### src/rtl/data_field_if.sv
// Bundle of the data-field control and serial signals shared by the
// data_field serializer and whoever drives it.
interface data_field_if;
  logic        enable;
  logic        sample_point;
  logic        Tx_request;
  logic        control_complete;
  logic        rtr;
  logic [3:0]  dlc;
  logic [63:0] data_in;
  logic        data_bit;
  logic [6:0]  bit_counter;
  logic        data_complete;

  modport master (
    output enable, sample_point, Tx_request, control_complete, rtr, dlc, data_in,
    input  data_bit, bit_counter, data_complete
  );

  modport slave (
    input  enable, sample_point, Tx_request, control_complete, rtr, dlc, data_in,
    output data_bit, bit_counter, data_complete
  );
endinterface

### src/rtl/data_field.sv
// CAN data-field serializer: shifts min(dlc,MAX_BYTES) payload bytes out MSB-first,
// one bit per sample_point, then flags data_complete until Tx_request drops.
module data_field #(
  parameter int MAX_BYTES = 8
) (
  input  logic         clock,
  input  logic         reset_n,
  data_field_if.slave  dif
);

  typedef enum logic [1:0] {
    IDLE     = 2'd0,
    LOAD     = 2'd1,
    SHIFT    = 2'd2,
    COMPLETE = 2'd3
  } state_t;

  localparam logic [3:0] MAX_DLC = 4'(MAX_BYTES);

  state_t      state_r, state_nxt_s;
  logic [63:0] shift_r, shift_nxt_s;
  logic [6:0]  bits_rem_r, bits_nxt_s;
  logic        rtr_r, rtr_nxt_s;
  logic        data_bit_r, data_bit_nxt_s;
  logic [6:0]  cnt_r, cnt_nxt_s;
  logic        done_r, done_nxt_s;
  logic        start_s;
  logic [3:0]  dlc_sat_s;

  assign start_s   = dif.enable & dif.Tx_request & dif.control_complete;
  assign dlc_sat_s = (dif.dlc > MAX_DLC) ? MAX_DLC : dif.dlc;

  // State register
  always_ff @(posedge clock or negedge reset_n) begin
    if (!reset_n) begin
      state_r <= IDLE;
    end else begin
      state_r <= state_nxt_s;
    end
  end

  // Next-state decode; enable low is the only abort path
  always_comb begin
    state_nxt_s = state_r;
    if (!dif.enable) begin
      state_nxt_s = IDLE;
    end else begin
      case (state_r)
        IDLE:     state_nxt_s = start_s ? LOAD : IDLE;
        LOAD:     state_nxt_s = (rtr_r || (bits_rem_r == 7'd0)) ? COMPLETE : SHIFT;
        SHIFT:    state_nxt_s = (dif.sample_point && (bits_rem_r == 7'd1)) ? COMPLETE : SHIFT;
        COMPLETE: state_nxt_s = dif.Tx_request ? COMPLETE : IDLE;
        default:  state_nxt_s = IDLE;
      endcase
    end
  end

  // Next values for the datapath and the registered outputs
  always_comb begin
    shift_nxt_s    = shift_r;
    bits_nxt_s     = bits_rem_r;
    rtr_nxt_s      = rtr_r;
    data_bit_nxt_s = data_bit_r;
    cnt_nxt_s      = cnt_r;
    done_nxt_s     = done_r;
    if (!dif.enable) begin
      shift_nxt_s    = 64'd0;
      bits_nxt_s     = 7'd0;
      rtr_nxt_s      = 1'b0;
      data_bit_nxt_s = 1'b1;
      cnt_nxt_s      = 7'd0;
      done_nxt_s     = 1'b0;
    end else begin
      case (state_r)
        IDLE: begin
          data_bit_nxt_s = 1'b1;
          cnt_nxt_s      = 7'd0;
          done_nxt_s     = 1'b0;
          // Payload, rtr and length are captured on the start edge so LOAD can decide
          if (start_s) begin
            shift_nxt_s = dif.data_in;
            rtr_nxt_s   = dif.rtr;
            bits_nxt_s  = {dlc_sat_s, 3'b000};
          end else begin
            shift_nxt_s = shift_r;
          end
        end
        LOAD: begin
          if (rtr_r || (bits_rem_r == 7'd0)) begin
            done_nxt_s     = 1'b1;
            data_bit_nxt_s = 1'b1;
          end else begin
            data_bit_nxt_s = shift_r[63];
          end
        end
        SHIFT: begin
          if (dif.sample_point) begin
            cnt_nxt_s = cnt_r + 7'd1;
            if (bits_rem_r == 7'd1) begin
              done_nxt_s     = 1'b1;
              data_bit_nxt_s = 1'b1;
            end else begin
              shift_nxt_s    = {shift_r[62:0], 1'b0};
              bits_nxt_s     = bits_rem_r - 7'd1;
              data_bit_nxt_s = shift_r[62];
            end
          end else begin
            cnt_nxt_s = cnt_r;
          end
        end
        COMPLETE: begin
          data_bit_nxt_s = 1'b1;
          if (!dif.Tx_request) begin
            done_nxt_s = 1'b0;
            cnt_nxt_s  = 7'd0;
          end else begin
            done_nxt_s = 1'b1;
          end
        end
        default: begin
          data_bit_nxt_s = 1'b1;
          cnt_nxt_s      = 7'd0;
          done_nxt_s     = 1'b0;
        end
      endcase
    end
  end

  // Datapath and output registers
  always_ff @(posedge clock or negedge reset_n) begin
    if (!reset_n) begin
      shift_r    <= 64'd0;
      bits_rem_r <= 7'd0;
      rtr_r      <= 1'b0;
      data_bit_r <= 1'b1;
      cnt_r      <= 7'd0;
      done_r     <= 1'b0;
    end else begin
      shift_r    <= shift_nxt_s;
      bits_rem_r <= bits_nxt_s;
      rtr_r      <= rtr_nxt_s;
      data_bit_r <= data_bit_nxt_s;
      cnt_r      <= cnt_nxt_s;
      done_r     <= done_nxt_s;
    end
  end

  assign dif.data_bit      = data_bit_r;
  assign dif.bit_counter   = cnt_r;
  assign dif.data_complete = done_r;

endmodule

### src/flat_wrapper.sv
// flat-port wrapper written by rule: the top's interface ports become plain ports
module data_field_flat 
#(
  parameter int MAX_BYTES = 8
)
  (clock, reset_n, dif_enable, dif_sample_point, dif_Tx_request, dif_control_complete, dif_rtr, dif_dlc, dif_data_in, dif_data_bit, dif_bit_counter, dif_data_complete);
  data_field_if dif_i ();
  input  logic clock;
  input  logic reset_n;
  input wire logic [$bits(dif_i.enable)-1:0] dif_enable;
  input wire logic [$bits(dif_i.sample_point)-1:0] dif_sample_point;
  input wire logic [$bits(dif_i.Tx_request)-1:0] dif_Tx_request;
  input wire logic [$bits(dif_i.control_complete)-1:0] dif_control_complete;
  input wire logic [$bits(dif_i.rtr)-1:0] dif_rtr;
  input wire logic [$bits(dif_i.dlc)-1:0] dif_dlc;
  input wire logic [$bits(dif_i.data_in)-1:0] dif_data_in;
  output wire logic [$bits(dif_i.data_bit)-1:0] dif_data_bit;
  output wire logic [$bits(dif_i.bit_counter)-1:0] dif_bit_counter;
  output wire logic [$bits(dif_i.data_complete)-1:0] dif_data_complete;
  assign dif_i.enable = dif_enable;
  assign dif_i.sample_point = dif_sample_point;
  assign dif_i.Tx_request = dif_Tx_request;
  assign dif_i.control_complete = dif_control_complete;
  assign dif_i.rtr = dif_rtr;
  assign dif_i.dlc = dif_dlc;
  assign dif_i.data_in = dif_data_in;
  assign dif_data_bit = dif_i.data_bit;
  assign dif_bit_counter = dif_i.bit_counter;
  assign dif_data_complete = dif_i.data_complete;
  data_field #(.MAX_BYTES(MAX_BYTES)) u_core (.clock(clock), .reset_n(reset_n), .dif(dif_i));
endmodule
### config.mk
export PLATFORM = sky130hd
export DESIGN_NAME = data_field_flat
export DESIGN_NICKNAME = d
export VERILOG_FILES = /design/src/rtl/data_field_if.sv /design/src/rtl/data_field.sv /design/src/flat_wrapper.sv
export SDC_FILE = /design/constraint.sdc
export NUM_CORES = 1
export LEC_CHECK = 0
export BUFFER_PORTS_ARGS = -buffer_cell sky130_fd_sc_hd__buf_2
export CAP_MARGIN = 20
export CELL_PAD_IN_SITES_DETAIL_PLACEMENT = 2
export CELL_PAD_IN_SITES_GLOBAL_PLACEMENT = 2
export CORE_ASPECT_RATIO = 0.8
export CORE_UTILIZATION = 37
export DETAILED_ROUTE_END_ITERATION = 8
export GPL_ROUTABILITY_DRIVEN = 0
export PLACE_DENSITY_LB_ADDON = 0.1
export RECOVER_POWER = 100
export SYNTH_ARGS = -nofsm -noshare
export SYNTH_HDL_FRONTEND = slang
export SYNTH_SLANG_ARGS = --single-unit
### constraint.sdc
create_clock -name clock -period 2.8 [get_ports clock]
set_clock_uncertainty 0.1 [all_clocks]
set_input_delay 0.84 -clock clock [delete_from_list [all_inputs] [get_ports clock]]
set_output_delay 0.84 -clock clock [all_outputs]
set_load 0.01 [all_outputs]
==> results.yml <==
yosys:
  syn_area_um2: 4330
  yosysTopAreaCell: "dfrtp_1"
  synth_warnings: 0
  ys_ff_latch: 83
  seq_area_frac_synth_pct: 48.0
  synth_flop_cell: "dfrtp_1"
  synthArstFlopShare_pct: 100
  synth_top_area_share_pct: 47.4
  syn_area_per_cell_um2: 12.1
  synth_area_leaders: "dfrtp_1, mux2i_1, o2bb2ai_1, ha_1, buf_6"
  yosysMostFrequentCell: "dfrtp_1"
  syn_inst: 358
  synth_common_cells: "dfrtp_1, mux2i_1, o2bb2ai_1"
  synth_edf_count: 0
  synth_cell_types: 50
  syn-num-nets: 442
pwr:
  power_density_nw_per_um2: 743
  ir_drop_mv: 0.290
  p_leak_nw: 2.17
drt:
  wl_met3_um: 466
  wl_um: 10900
  dr_wl_met2_um: 5240
  vias_per_cell: 5.52
  final_antenna_net_count: 0
  drc: 0
  top_layer: "met4"
  wire_per_inst_um: 18.8
  drtPass1Iterations: 3
  vias: 3195
  drt_iter0_drc: 121
  drt-met1-wl_um: 5070
critical_path:
  endpoint_kind: "register"
  crit_fanout: 68
  required_ns: 2.91
  critPathKind: "reg -> reg"
  arrival_ns: 2.66
  crit_path_start_kind: "register"
finish:
  areaGrowthSynthToFinish_pct: 16.6
  antenna_cells: 0
  drive_gt1_share_pct: 24.4
  fin_util_pct: 45.3
  fin_nets: 515
sta:
  hold_slack_ns: 0.384
  fmax_mhz: 391
  tightestPinTransition_ns: 1.13
  fin_crit_sh_pct: 91.3
  period_needed_ns: 2.56
  hold_viol: 0
  timing.final.ws_setup_ns: 0.245
  drv_slew: 0
  fin_setup_tns_ns: 0
  rsz0062_at_grt: "false"
  setup-violations-final: 0
  max_slew_margin_pct: 24.6
run:
  max-cap-violations: 0
clocking:
  cts_root_buf: "clkbuf_16"
  cts_tree: "built"
  clk_pin_slew_ns: 0.06
  ctsHoldBuffers: 0
  cts_setup_buffers: 0
  clk_path_buf_depth: 2
  clk_latency_ns: 0.33
  numClockSinks: 83
  h-tree-depth: 3
  cts_buffers: 9
  ctsResizeCount: 0
floorplan:
  core_area_um2: 11100
  die_h_um: 98.8
  pin_count: 84
  die_area_um2: 12100
  start_util_pct: 38.9
  rows: 34
  die-width_um: 123
placed_design:
  place_ws_ns: 0.330
  dp_hpwl_um: 7220
  io_buffers: 83
grt:
  grt_max_degree: 69
  grt_usage_pct: 19.6
  grt_pass1_vias: 3581
  grt_overflow: 0
  antenna_found_initial: 0
  grt_pass1_wl_um: 18400
status:
  status: "finished clean"
hold_path:
  hp-class: "reg -> reg"
final timing paths:
kind	startpoint	slack, ns	cells past startpoint	to
hold / removal	u_core.shift_r[29]	0.38	1	u_core.shift_r[29]
min in group asynchronous	reset_n	0.62	1	u_core.shift_r[6]
max in group asynchronous	reset_n	0.67	2	u_core.shift_r[54]
setup reg to reg	u_core.state_r[0]	0.24	7	u_core.shift_r[56]
setup / recovery	u_core.state_r[0]	0.24	7	u_core.shift_r[56]
hold reg to reg	u_core.shift_r[29]	0.38	1	u_core.shift_r[29]
critical path, cell delays in order, from the launching register on:
cell and delay (ns):
dfrtp_1 0.44, inv_1 0.12, ha_1 0.32, a21boi_0 0.23
o31ai_2 0.48, o21ai_0 0.26, buf_12 0.27, o2bb2ai_1 0.17
through the flow:
stage / cell area, um2 / power (mW) / instances
3_5_place_dp: 4840 / 2.67 / 564
3_3_place_gp: 4840 / 2.61 / 564
2_1_floorplan: 4330 / 2.37 / 358
6_report: 5050 / 3.75 / 579
4_1_cts: 5130 / 3.86 / 579
5_1_grt: 5050 / 3.98 / 579
registers in the layout, summed over array words and instances (netlist names):
register,count
u_core.dif.bit_counter,7
u_core.dif.data_complete,1
u_core.rtr_r,1
u_core.state_r,2
u_core.dif.data_bit,1
u_core.shift_r,64
u_core.bits_rem_r,7
per-layer routing:
| layer | vias to the layer above | track usage [%] |
|---|---|---|
| met1 | 1631 | 25.8 |
| met2 | 54 | 32.0 |
| li1 | 1501 | - |
| met5 | - | 0 |
| met4 | 0 | 4.78 |
| met3 | 9 | 4.98 |
layout make-up:
| type | instances | area [um2] |
|---|---|---|
| well taps | 144 | 180 |
| inverters | 6 | 22.5 |
| fillers | 1171 | 6100 |
| flip-flops and latches | 83 | 2080 |
| repair buffers | 90 | 473 |
| clock buffers | 9 | 225 |
| clock inverters | 6 | 57.6 |
| multi-input cells | 241 | 2010 |
cells by family (layout without fill, tap and decap cells):
kind of cell / count (synthesis) / count (layout) / share of synthesized area (%)
AOI/OAI and AO/OA: 106 / 106 / 20.3
DFF: 83 / 83 / 48.0
muxes: 67 / 67 / 15.5
and+or+nand+nor: 57 / 57 / 8.18
buffers and inverters: 34 / 111 / 5.03
adders and majority gates: 9 / 9 / 2.60
xor gates and xnor gates: 2 / 2 / 0.405
cells in the final DEF, fill, tap and decap left out, types with 3 or more instances in the layout:
| cell type | Yosys | routed |
|---|---|---|
| nor3b_1 | 5 | 5 |
| or3_1 | 3 | 3 |
| o21ai_0 | 13 | 14 |
| nand4_1 | 3 | 3 |
| clkinv_2 | 0 | 4 |
| nand2_1 | 7 | 7 |
| nor2b_1 | 4 | 4 |
| nand2b_1 | 8 | 8 |
| nor2_1 | 8 | 8 |
| clkbuf_2 | 0 | 3 |
| ha_1 | 9 | 8 |
| clkbuf_1 | 9 | 10 |
| buf_2 | 2 | 73 |
| o2bb2ai_1 | 64 | 68 |
| nand3_1 | 7 | 7 |
| mux2i_1 | 66 | 66 |
| a21oi_1 | 4 | 4 |
| clkbuf_16 | 0 | 9 |
| inv_1 | 6 | 6 |
| o31ai_1 | 3 | 3 |
| dfrtp_1 | 82 | 82 |
where the power goes:
group	leakage (nW)	switching, mW	total [mW]	internal (mW)
registers	1.12	0.175	1.60	1.43
logic	0.905	0.567	0.995	0.428
clock network	0.141	0.472	1.15	0.679
No activity file was read; power rests on OpenSTA's default activity.
